**config.mk**
```make
export PLATFORM = sky130hd
export DESIGN_NAME = riscv_irq_arbiter_flat
export DESIGN_NICKNAME = d
export VERILOG_FILES = /design/src/rtl/riscv_irq_arbiter_pkg.sv /design/src/rtl/riscv_irq_arbiter_if.sv /design/src/rtl/riscv_irq_prio_enc.sv /design/src/rtl/riscv_irq_arbiter.sv /design/src/flat_wrapper.sv
export SDC_FILE = /design/constraint.sdc
export NUM_CORES = 1
export LEC_CHECK = 0
export CAP_MARGIN = 0
export CORE_MARGIN = 5
export CORE_UTILIZATION = 40
export CTS_CLUSTER_SIZE = 8
export DETAILED_ROUTE_END_ITERATION = 8
export PLACE_DENSITY = 0.81
export SYNTH_ARGS = -nofsm -noshare
export SYNTH_HDL_FRONTEND = slang
export SYNTH_SLANG_ARGS = --single-unit
```
**constraint.sdc**
```tcl
create_clock -name clk -period 3.56 [get_ports clk]
set_input_delay 0.534 -clock clk [delete_from_list [all_inputs] [get_ports clk]]
set_output_delay 0.534 -clock clk [all_outputs]
set_load 0.05 [all_outputs]
```
**src/rtl/riscv_irq_arbiter_pkg.sv**
```systemverilog
// Shared types and helpers for the interrupt arbiter: privilege levels,
// handshake FSM states and the per-line global-enable rule.
package riscv_irq_arbiter_pkg;

    typedef enum logic [1:0] {
        PRIV_LVL_U = 2'b00,
        PRIV_LVL_S = 2'b01,
        PRIV_LVL_H = 2'b10,
        PRIV_LVL_M = 2'b11
    } PrivLvl_t;

    typedef enum logic [1:0] {
        IRQ_IDLE    = 2'b00,
        IRQ_PENDING = 2'b01,
        IRQ_DONE    = 2'b10
    } irq_state_e;

    // A delegated line may interrupt only below M; a non-delegated line
    // always interrupts below M and needs MIE when already in M.
    function automatic logic irq_line_enable(
        input logic     secure,
        input logic     deleg,
        input PrivLvl_t priv,
        input logic     m_ie,
        input logic     s_ie
    );
        logic en;
        if (!secure) begin
            en = m_ie;
        end else if (deleg) begin
            en = (priv == PRIV_LVL_U) || ((priv == PRIV_LVL_S) && s_ie);
        end else begin
            en = (priv != PRIV_LVL_M) || m_ie;
        end
        return en;
    endfunction

    function automatic PrivLvl_t irq_target_priv(
        input logic secure,
        input logic deleg
    );
        return (secure && deleg) ? PRIV_LVL_S : PRIV_LVL_M;
    endfunction

endpackage

```
**src/rtl/riscv_irq_arbiter_if.sv**
```systemverilog
// Request/acknowledge handshake between the interrupt arbiter (master)
// and the core controller (slave).
interface riscv_irq_arbiter_if #(
    parameter int ID_W = 5
);
    import riscv_irq_arbiter_pkg::*;

    logic            irq_req_ctrl;
    logic [ID_W-1:0] irq_id_ctrl;
    logic            irq_sec_ctrl;
    PrivLvl_t        irq_priv;
    logic            ctrl_ack;
    logic            ctrl_kill;

    modport master (
        output irq_req_ctrl,
        output irq_id_ctrl,
        output irq_sec_ctrl,
        output irq_priv,
        input  ctrl_ack,
        input  ctrl_kill
    );

    modport slave (
        input  irq_req_ctrl,
        input  irq_id_ctrl,
        input  irq_sec_ctrl,
        input  irq_priv,
        output ctrl_ack,
        output ctrl_kill
    );

endinterface

```
**src/rtl/riscv_irq_prio_enc.sv**
```systemverilog
// Fixed-priority encoder: reports whether any bit is set and the index of
// the highest set bit.
module riscv_irq_prio_enc #(
    parameter int NUM_IRQ = 32,
    parameter int ID_W    = $clog2(NUM_IRQ)
) (
    input  logic [NUM_IRQ-1:0] vec_i,
    output logic               valid_o,
    output logic [ID_W-1:0]    id_o
);

    // NOTE: every output of a combinational block gets a default before any
    // conditional assignment, otherwise synthesis infers a latch.
    always_comb begin
        valid_o = |vec_i;
        id_o    = '0;
        for (int i = 0; i < NUM_IRQ; i++) begin
            if (vec_i[i]) begin
                id_o = ID_W'(i);
            end
        end
    end

endmodule

```
**src/rtl/riscv_irq_arbiter.sv**
```systemverilog
// N-line interrupt controller: captures level/edge lines, applies local and
// global enables, picks the highest eligible line and hands it to the core.
module riscv_irq_arbiter
    import riscv_irq_arbiter_pkg::*;
#(
    parameter int                 NUM_IRQ      = 32,
    parameter int                 ID_W         = $clog2(NUM_IRQ),
    parameter logic [NUM_IRQ-1:0] EDGE_MASK    = '0,
    parameter bit                 RISCV_SECURE = 1'b1
) (
    input  logic                       clk,
    input  logic                       rst_n,
    input  logic [NUM_IRQ-1:0]         irq_i,
    input  logic [NUM_IRQ-1:0]         irq_sec_i,
    input  logic [NUM_IRQ-1:0]         mie_i,
    input  logic [NUM_IRQ-1:0]         mideleg_i,
    input  logic                       m_IE_i,
    input  logic                       s_IE_i,
    input  PrivLvl_t                   current_priv_lvl_i,
    input  logic                       debug_mode_i,
    riscv_irq_arbiter_if.master        ctrl_if,
    output logic [NUM_IRQ-1:0]         irq_pending_o
);

    logic [NUM_IRQ-1:0] irq_q;
    logic [NUM_IRQ-1:0] pend_q, pend_d;
    logic [NUM_IRQ-1:0] edge_set, edge_clr;
    logic [NUM_IRQ-1:0] gen_en;
    logic [NUM_IRQ-1:0] eligible;
    logic               win_valid;
    logic [ID_W-1:0]    win_id;

    irq_state_e         state_q, state_d;
    logic [ID_W-1:0]    id_q, id_d;
    logic               sec_q, sec_d;
    PrivLvl_t           priv_q, priv_d;
    logic               ack_accept;

    assign ack_accept = (state_q == IRQ_PENDING) && ctrl_if.ctrl_ack;

    // Edge lines stay pending until their own ack; a new edge in the ack
    // cycle wins over the clear so that it is not lost.
    always_comb begin
        edge_set = irq_i & ~irq_q;
        edge_clr = '0;
        if (ack_accept) begin
            edge_clr[id_q] = 1'b1;
        end
        pend_d = (EDGE_MASK & (edge_set | (pend_q & ~edge_clr)))
               | (~EDGE_MASK & irq_i);
    end

    always_comb begin
        gen_en = '0;
        for (int i = 0; i < NUM_IRQ; i++) begin
            gen_en[i] = irq_line_enable(RISCV_SECURE, mideleg_i[i],
                                        current_priv_lvl_i, m_IE_i, s_IE_i);
        end
    end

    assign eligible = pend_q & mie_i & gen_en;

    riscv_irq_prio_enc #(
        .NUM_IRQ (NUM_IRQ),
        .ID_W    (ID_W)
    ) u_prio_enc (
        .vec_i   (eligible),
        .valid_o (win_valid),
        .id_o    (win_id)
    );

    // Request fields are latched only in IDLE, so they stay stable for the
    // whole PENDING phase regardless of line or enable changes.
    always_comb begin
        state_d = state_q;
        id_d    = id_q;
        sec_d   = sec_q;
        priv_d  = priv_q;
        case (state_q)
            IRQ_IDLE: begin
                if (win_valid && !debug_mode_i) begin
                    state_d = IRQ_PENDING;
                    id_d    = win_id;
                    sec_d   = irq_sec_i[win_id];
                    priv_d  = irq_target_priv(RISCV_SECURE, mideleg_i[win_id]);
                end
            end
            IRQ_PENDING: begin
                if (ctrl_if.ctrl_ack) begin
                    state_d = IRQ_DONE;
                end else if (ctrl_if.ctrl_kill) begin
                    state_d = IRQ_IDLE;
                end
            end
            IRQ_DONE: begin
                state_d = IRQ_IDLE;
                sec_d   = 1'b0;
            end
            default: begin
                state_d = IRQ_IDLE;
            end
        endcase
    end

    // NOTE: sequential state uses non-blocking assignments so every register
    // samples the pre-edge values, independent of statement order.
    always_ff @(posedge clk or negedge rst_n) begin
        if (!rst_n) begin
            irq_q   <= '0;
            pend_q  <= '0;
            state_q <= IRQ_IDLE;
            id_q    <= '0;
            sec_q   <= 1'b0;
            priv_q  <= PRIV_LVL_M;
        end else begin
            irq_q   <= irq_i;
            pend_q  <= pend_d;
            state_q <= state_d;
            id_q    <= id_d;
            sec_q   <= sec_d;
            priv_q  <= priv_d;
        end
    end

    assign ctrl_if.irq_req_ctrl = (state_q == IRQ_PENDING);
    assign ctrl_if.irq_id_ctrl  = id_q;
    assign ctrl_if.irq_sec_ctrl = sec_q;
    assign ctrl_if.irq_priv     = priv_q;
    assign irq_pending_o        = pend_q;

endmodule
```
**src/flat_wrapper.sv**
```systemverilog
// flat-port wrapper written by rule: the top's interface ports become plain ports
module riscv_irq_arbiter_flat import riscv_irq_arbiter_pkg::*;
#(
    parameter int                 NUM_IRQ      = 32,
    parameter int                 ID_W         = $clog2(NUM_IRQ),
    parameter logic [NUM_IRQ-1:0] EDGE_MASK    = '0,
    parameter bit                 RISCV_SECURE = 1'b1
)
  (clk, rst_n, irq_i, irq_sec_i, mie_i, mideleg_i, m_IE_i, s_IE_i, current_priv_lvl_i, debug_mode_i, irq_pending_o, ctrl_if_irq_req_ctrl, ctrl_if_irq_id_ctrl, ctrl_if_irq_sec_ctrl, ctrl_if_irq_priv, ctrl_if_ctrl_ack, ctrl_if_ctrl_kill);
  riscv_irq_arbiter_if #(.ID_W(ID_W)) ctrl_if_i ();
  input  logic clk;
  input  logic rst_n;
  input  logic [NUM_IRQ-1:0] irq_i;
  input  logic [NUM_IRQ-1:0] irq_sec_i;
  input  logic [NUM_IRQ-1:0] mie_i;
  input  logic [NUM_IRQ-1:0] mideleg_i;
  input  logic m_IE_i;
  input  logic s_IE_i;
  input  PrivLvl_t current_priv_lvl_i;
  input  logic debug_mode_i;
  output logic [NUM_IRQ-1:0] irq_pending_o;
  output wire logic [$bits(ctrl_if_i.irq_req_ctrl)-1:0] ctrl_if_irq_req_ctrl;
  output wire logic [$bits(ctrl_if_i.irq_id_ctrl)-1:0] ctrl_if_irq_id_ctrl;
  output wire logic [$bits(ctrl_if_i.irq_sec_ctrl)-1:0] ctrl_if_irq_sec_ctrl;
  output wire logic [$bits(ctrl_if_i.irq_priv)-1:0] ctrl_if_irq_priv;
  input wire logic [$bits(ctrl_if_i.ctrl_ack)-1:0] ctrl_if_ctrl_ack;
  input wire logic [$bits(ctrl_if_i.ctrl_kill)-1:0] ctrl_if_ctrl_kill;
  assign ctrl_if_irq_req_ctrl = ctrl_if_i.irq_req_ctrl;
  assign ctrl_if_irq_id_ctrl = ctrl_if_i.irq_id_ctrl;
  assign ctrl_if_irq_sec_ctrl = ctrl_if_i.irq_sec_ctrl;
  assign ctrl_if_irq_priv = ctrl_if_i.irq_priv;
  assign ctrl_if_i.ctrl_ack = ctrl_if_ctrl_ack;
  assign ctrl_if_i.ctrl_kill = ctrl_if_ctrl_kill;
  riscv_irq_arbiter #(.NUM_IRQ(NUM_IRQ), .ID_W(ID_W), .EDGE_MASK(EDGE_MASK), .RISCV_SECURE(RISCV_SECURE)) u_core (.clk(clk), .rst_n(rst_n), .irq_i(irq_i), .irq_sec_i(irq_sec_i), .mie_i(mie_i), .mideleg_i(mideleg_i), .m_IE_i(m_IE_i), .s_IE_i(s_IE_i), .current_priv_lvl_i(current_priv_lvl_i), .debug_mode_i(debug_mode_i), .ctrl_if(ctrl_if_i), .irq_pending_o(irq_pending_o));
endmodule
```
==> reports/metrics.cfg <==
[routing]
drtIter0Drc=373
ant_nets=0
vias=4160
dr.pass1.iters=5
finalWirelength_um=13200
drc_errors=0
viasPerCell=5.93
routedWlPerCell_um=18.8

[logic_synthesis]
syn_inst=396
syn-num-nets=533
synth_compound_area_frac=0.263
synth_ff_type=dfrtp_1
synth-simple-area-share=0.246
synth-adder-area-share=0
yosys.cell_types.count=63
synthMuxAreaShare=0.139
ys_ff_latch=41
synth_top_family_by_area=compound AO/OA/AOI/OAI gates
avgSynthCellArea_um2=8.50
seq_area_frac_synth=0.305
synth_edf_count=0
synth-xor-area-share=0
synthArstFlopShare=1.00
ys_warn_count=0
syn_area_um2=3370

[placed_design]
io_buffers=176
place_hpwl_um=10600
dp.cells=692
gp_congestion=0.979
dpl_cell_area_um2=5420

[critical_path]
start_kind=primary input
r2r_setup_slack_ns=0.54
crit_path_max_fanout=11
worst-path-buf-inv=4
rr_worst_depth=12
endpoint_kind=register
cp_slowest_cell=clkdlybuf4s50_1
max_stage_delay_ns=0.52
critical_path_class=primary input to register
cp.required_ns=3.75
worstPathCellList=clkdlybuf4s50_1 -> buf_4 -> o21ai_0 -> a221oi_2 -> or3b_1 -> o211ai_1 -> buf_6 -> buf_12 -> mux2i_1 -> mux2i_1 -> o211ai_1 -> o21ai_0 -> o31a_1
critPathTopFamily=compound AO/OA/AOI/OAI gates
cp.arrival_ns=3.57
r2r_end=u_core.ctrl_if.irq_sec_ctrl
reg2reg_from=u_core.irq_pending_o[25]

[power_and_ir_drop]
pwr_density_cell_nw_per_um2=348
vdd_drop_max_v=0.000180
power_switching_mw=0.774
pwr-share-clk=0.163
swShare=0.402
seq_power_share=0.293
pwr-share-comb=0.544
leakage_nw=2.35
p_int_mw=1.15

[layout]
num_antenna_cells=0
fillers=665
final_design_area_no_fill_um2=5530
layout_common_cells=175 x clkdlybuf4s50_1, 48 x nand2_1, 41 x nand3_1, 41 x mux2i_1, 40 x dfrtp_1
areaGrowthSynthToFinish_pct=64.2
final_common_cell=clkdlybuf4s50_1
fin_nets=733
layout.cells.non_filler=702
drive_gt1_frac=0.0988

[job]
cap_violations=0

[timing]
slew_headroom=0.371
worstMarginPinSlew_ns=0.944
drv_slew=0
min_period_over_period=0.949
clock_skew_ns=0.00414
fin_crit_ns=3.38
max_freq_mhz=296
finalHoldViolCount=0
rsz0062_at_grt=false
setup_viol=0

[worst_hold_path]
hold_path_class=primary input to asynchronous set/reset pin

[floorplanning]
top_level_ports=178
initial_core_util=0.410
placementRows=33
chipWidth_um=102
design.core.area_um2=8220
die_area_um2=10400
fp.dieH_um=102

[outcome]
status=complete, no violations

[global_routing]
grt_pass1_wl_um=20500
track_usage=0.246
antenna_found_initial=0
overflow=0
grt_max_degree=42
grt_pass1_vias=4205

[clock_network]
clock_path_buffers=2
ctsHtreeMaxLevel=2
cts_num_sinks=41
clkTransAtPathRegs_ns=0.08
insertion_delay_ns=0.30
cts_tree=built
cts_buffers=5
cts_root_buf=clkbuf_8

## power groups by stage
stage / sequential [mW] / combinational, mW / clock [mW]
5_1_grt: 0.573 / 1.11 / 0.337
6_report: 0.564 / 1.05 / 0.313
3_5_place_dp: 0.573 / 1.03 / 0
2_1_floorplan: 0.748 / 0.405 / 0
4_1_cts: 0.564 / 1.03 / 0.317
3_3_place_gp: 0.571 / 1.01 / 0
## sequential cells by signal, indices dropped and copies added, names as in the netlist
register / cells
u_core.ctrl_if.irq_id_ctrl: 5
u_core.ctrl_if.irq_priv: 1
u_core.ctrl_if.irq_sec_ctrl: 1
u_core.irq_pending_o: 32
u_core.state_q: 2
## per-layer routing
layer / part of all wire / GRT usage
met2: 0.47 / 0.418
met3: 0.097 / 0.0468
met5: 0 / 0
met1: 0.42 / 0.324
met4: 0.010 / 0.0532
## cells in the mapped netlist, types with 3 or more instances
library cell | n | share of area
a211o_1 | 4 | 0.010
a211oi_1 | 6 | 0.013
a21o_1 | 4 | 0.0089
a21oi_1 | 29 | 0.043
a221o_1 | 5 | 0.015
a221oi_1 | 3 | 0.0078
a22o_1 | 4 | 0.010
a22oi_1 | 3 | 0.0067
a311oi_1 | 3 | 0.0078
a31oi_1 | 8 | 0.015
and2_1 | 6 | 0.011
buf_2 | 11 | 0.016
buf_4 | 3 | 0.0067
buf_6 | 5 | 0.017
dfrtp_1 | 40 | 0.30
inv_1 | 4 | 0.0045
mux2_2 | 5 | 0.017
mux2i_1 | 41 | 0.12
nand2_1 | 48 | 0.054
nand3_1 | 41 | 0.061
nand3b_1 | 23 | 0.051
nand4_1 | 5 | 0.0093
nor2_1 | 15 | 0.017
nor3_1 | 3 | 0.0045
o2111ai_1 | 5 | 0.013
o211ai_1 | 3 | 0.0067
o21a_1 | 5 | 0.011
o21ai_0 | 18 | 0.027
o22ai_1 | 7 | 0.013
o31ai_1 | 3 | 0.0067
## worst reg2reg max path, cell delays in order, from the launching register on
cell and delay (ns):
dfrtp_1 0.42, nand2_1 0.14, o221ai_1 0.16, a221oi_2 0.35
or3b_1 0.38, o211ai_1 0.27, buf_6 0.21, buf_12 0.15
mux2i_1 0.21, mux2i_1 0.09, o211ai_1 0.15, o21ai_0 0.10
o31a_1 0.27
## repair_timing
action,4_1_cts,5_1_grt
buffers inserted,0,2
gates resized for setup,0,2
endpoints found under the setup margin,0,2
hold buffers,0,0
endpoints found under the hold margin,0,0
## how the worst max path moves through the flow
stage | to | startpoint | depth (start not counted) | slack (ns)
3_5_place_dp | u_core.ctrl_if.irq_sec_ctrl | current_priv_lvl_i[1] | 13 | -0.19
2_1_floorplan | u_core.ctrl_if.irq_priv[1] | current_priv_lvl_i[1] | 12 | 0.46
3_3_place_gp | u_core.ctrl_if.irq_priv[1] | current_priv_lvl_i[1] | 12 | -0.05
5_1_grt | u_core.ctrl_if.irq_sec_ctrl | current_priv_lvl_i[1] | 13 | 0.0009
4_1_cts | u_core.ctrl_if.irq_sec_ctrl | current_priv_lvl_i[1] | 13 | 0.11
6_report | u_core.ctrl_if.irq_sec_ctrl | current_priv_lvl_i[1] | 13 | 0.18
## layout make-up
class,instances,area [um2],area share
Clock inverter,2,10.0,0.00181
Tap cell,105,131,0.0238
Timing Repair Buffer,214,2080,0.377
Sequential cell,41,1030,0.186
Multi-Input combinational cell,330,2190,0.396
Clock buffer,6,72.6,0.0131
Inverter,4,15.0,0.00272
## through the flow
step | TNS (ns) | util | worst slack (ns) | hold WS, ns | total power [mW]
after floorplan | 0 | - | 0.457 | 0.238 | 1.15
after global placement | -0.0833 | 0.660 | -0.0482 | 0.455 | 1.58
after detailed placement | -0.334 | 0.660 | -0.193 | 0.458 | 1.60
after CTS | 0 | 0.670 | 0.115 | 0.412 | 1.91
after global routing | 0 | 0.673 | 0.000874 | 0.465 | 2.02
final | 0 | 0.673 | 0.182 | 0.359 | 1.92
## kinds of logic after synthesis
kind of cell / count (synthesis)
flops: 41
other cells: 1
mux: 46
buf+inv: 25
simple gates: 157
compound gates: 126
(Power assumes the default switching activity.)
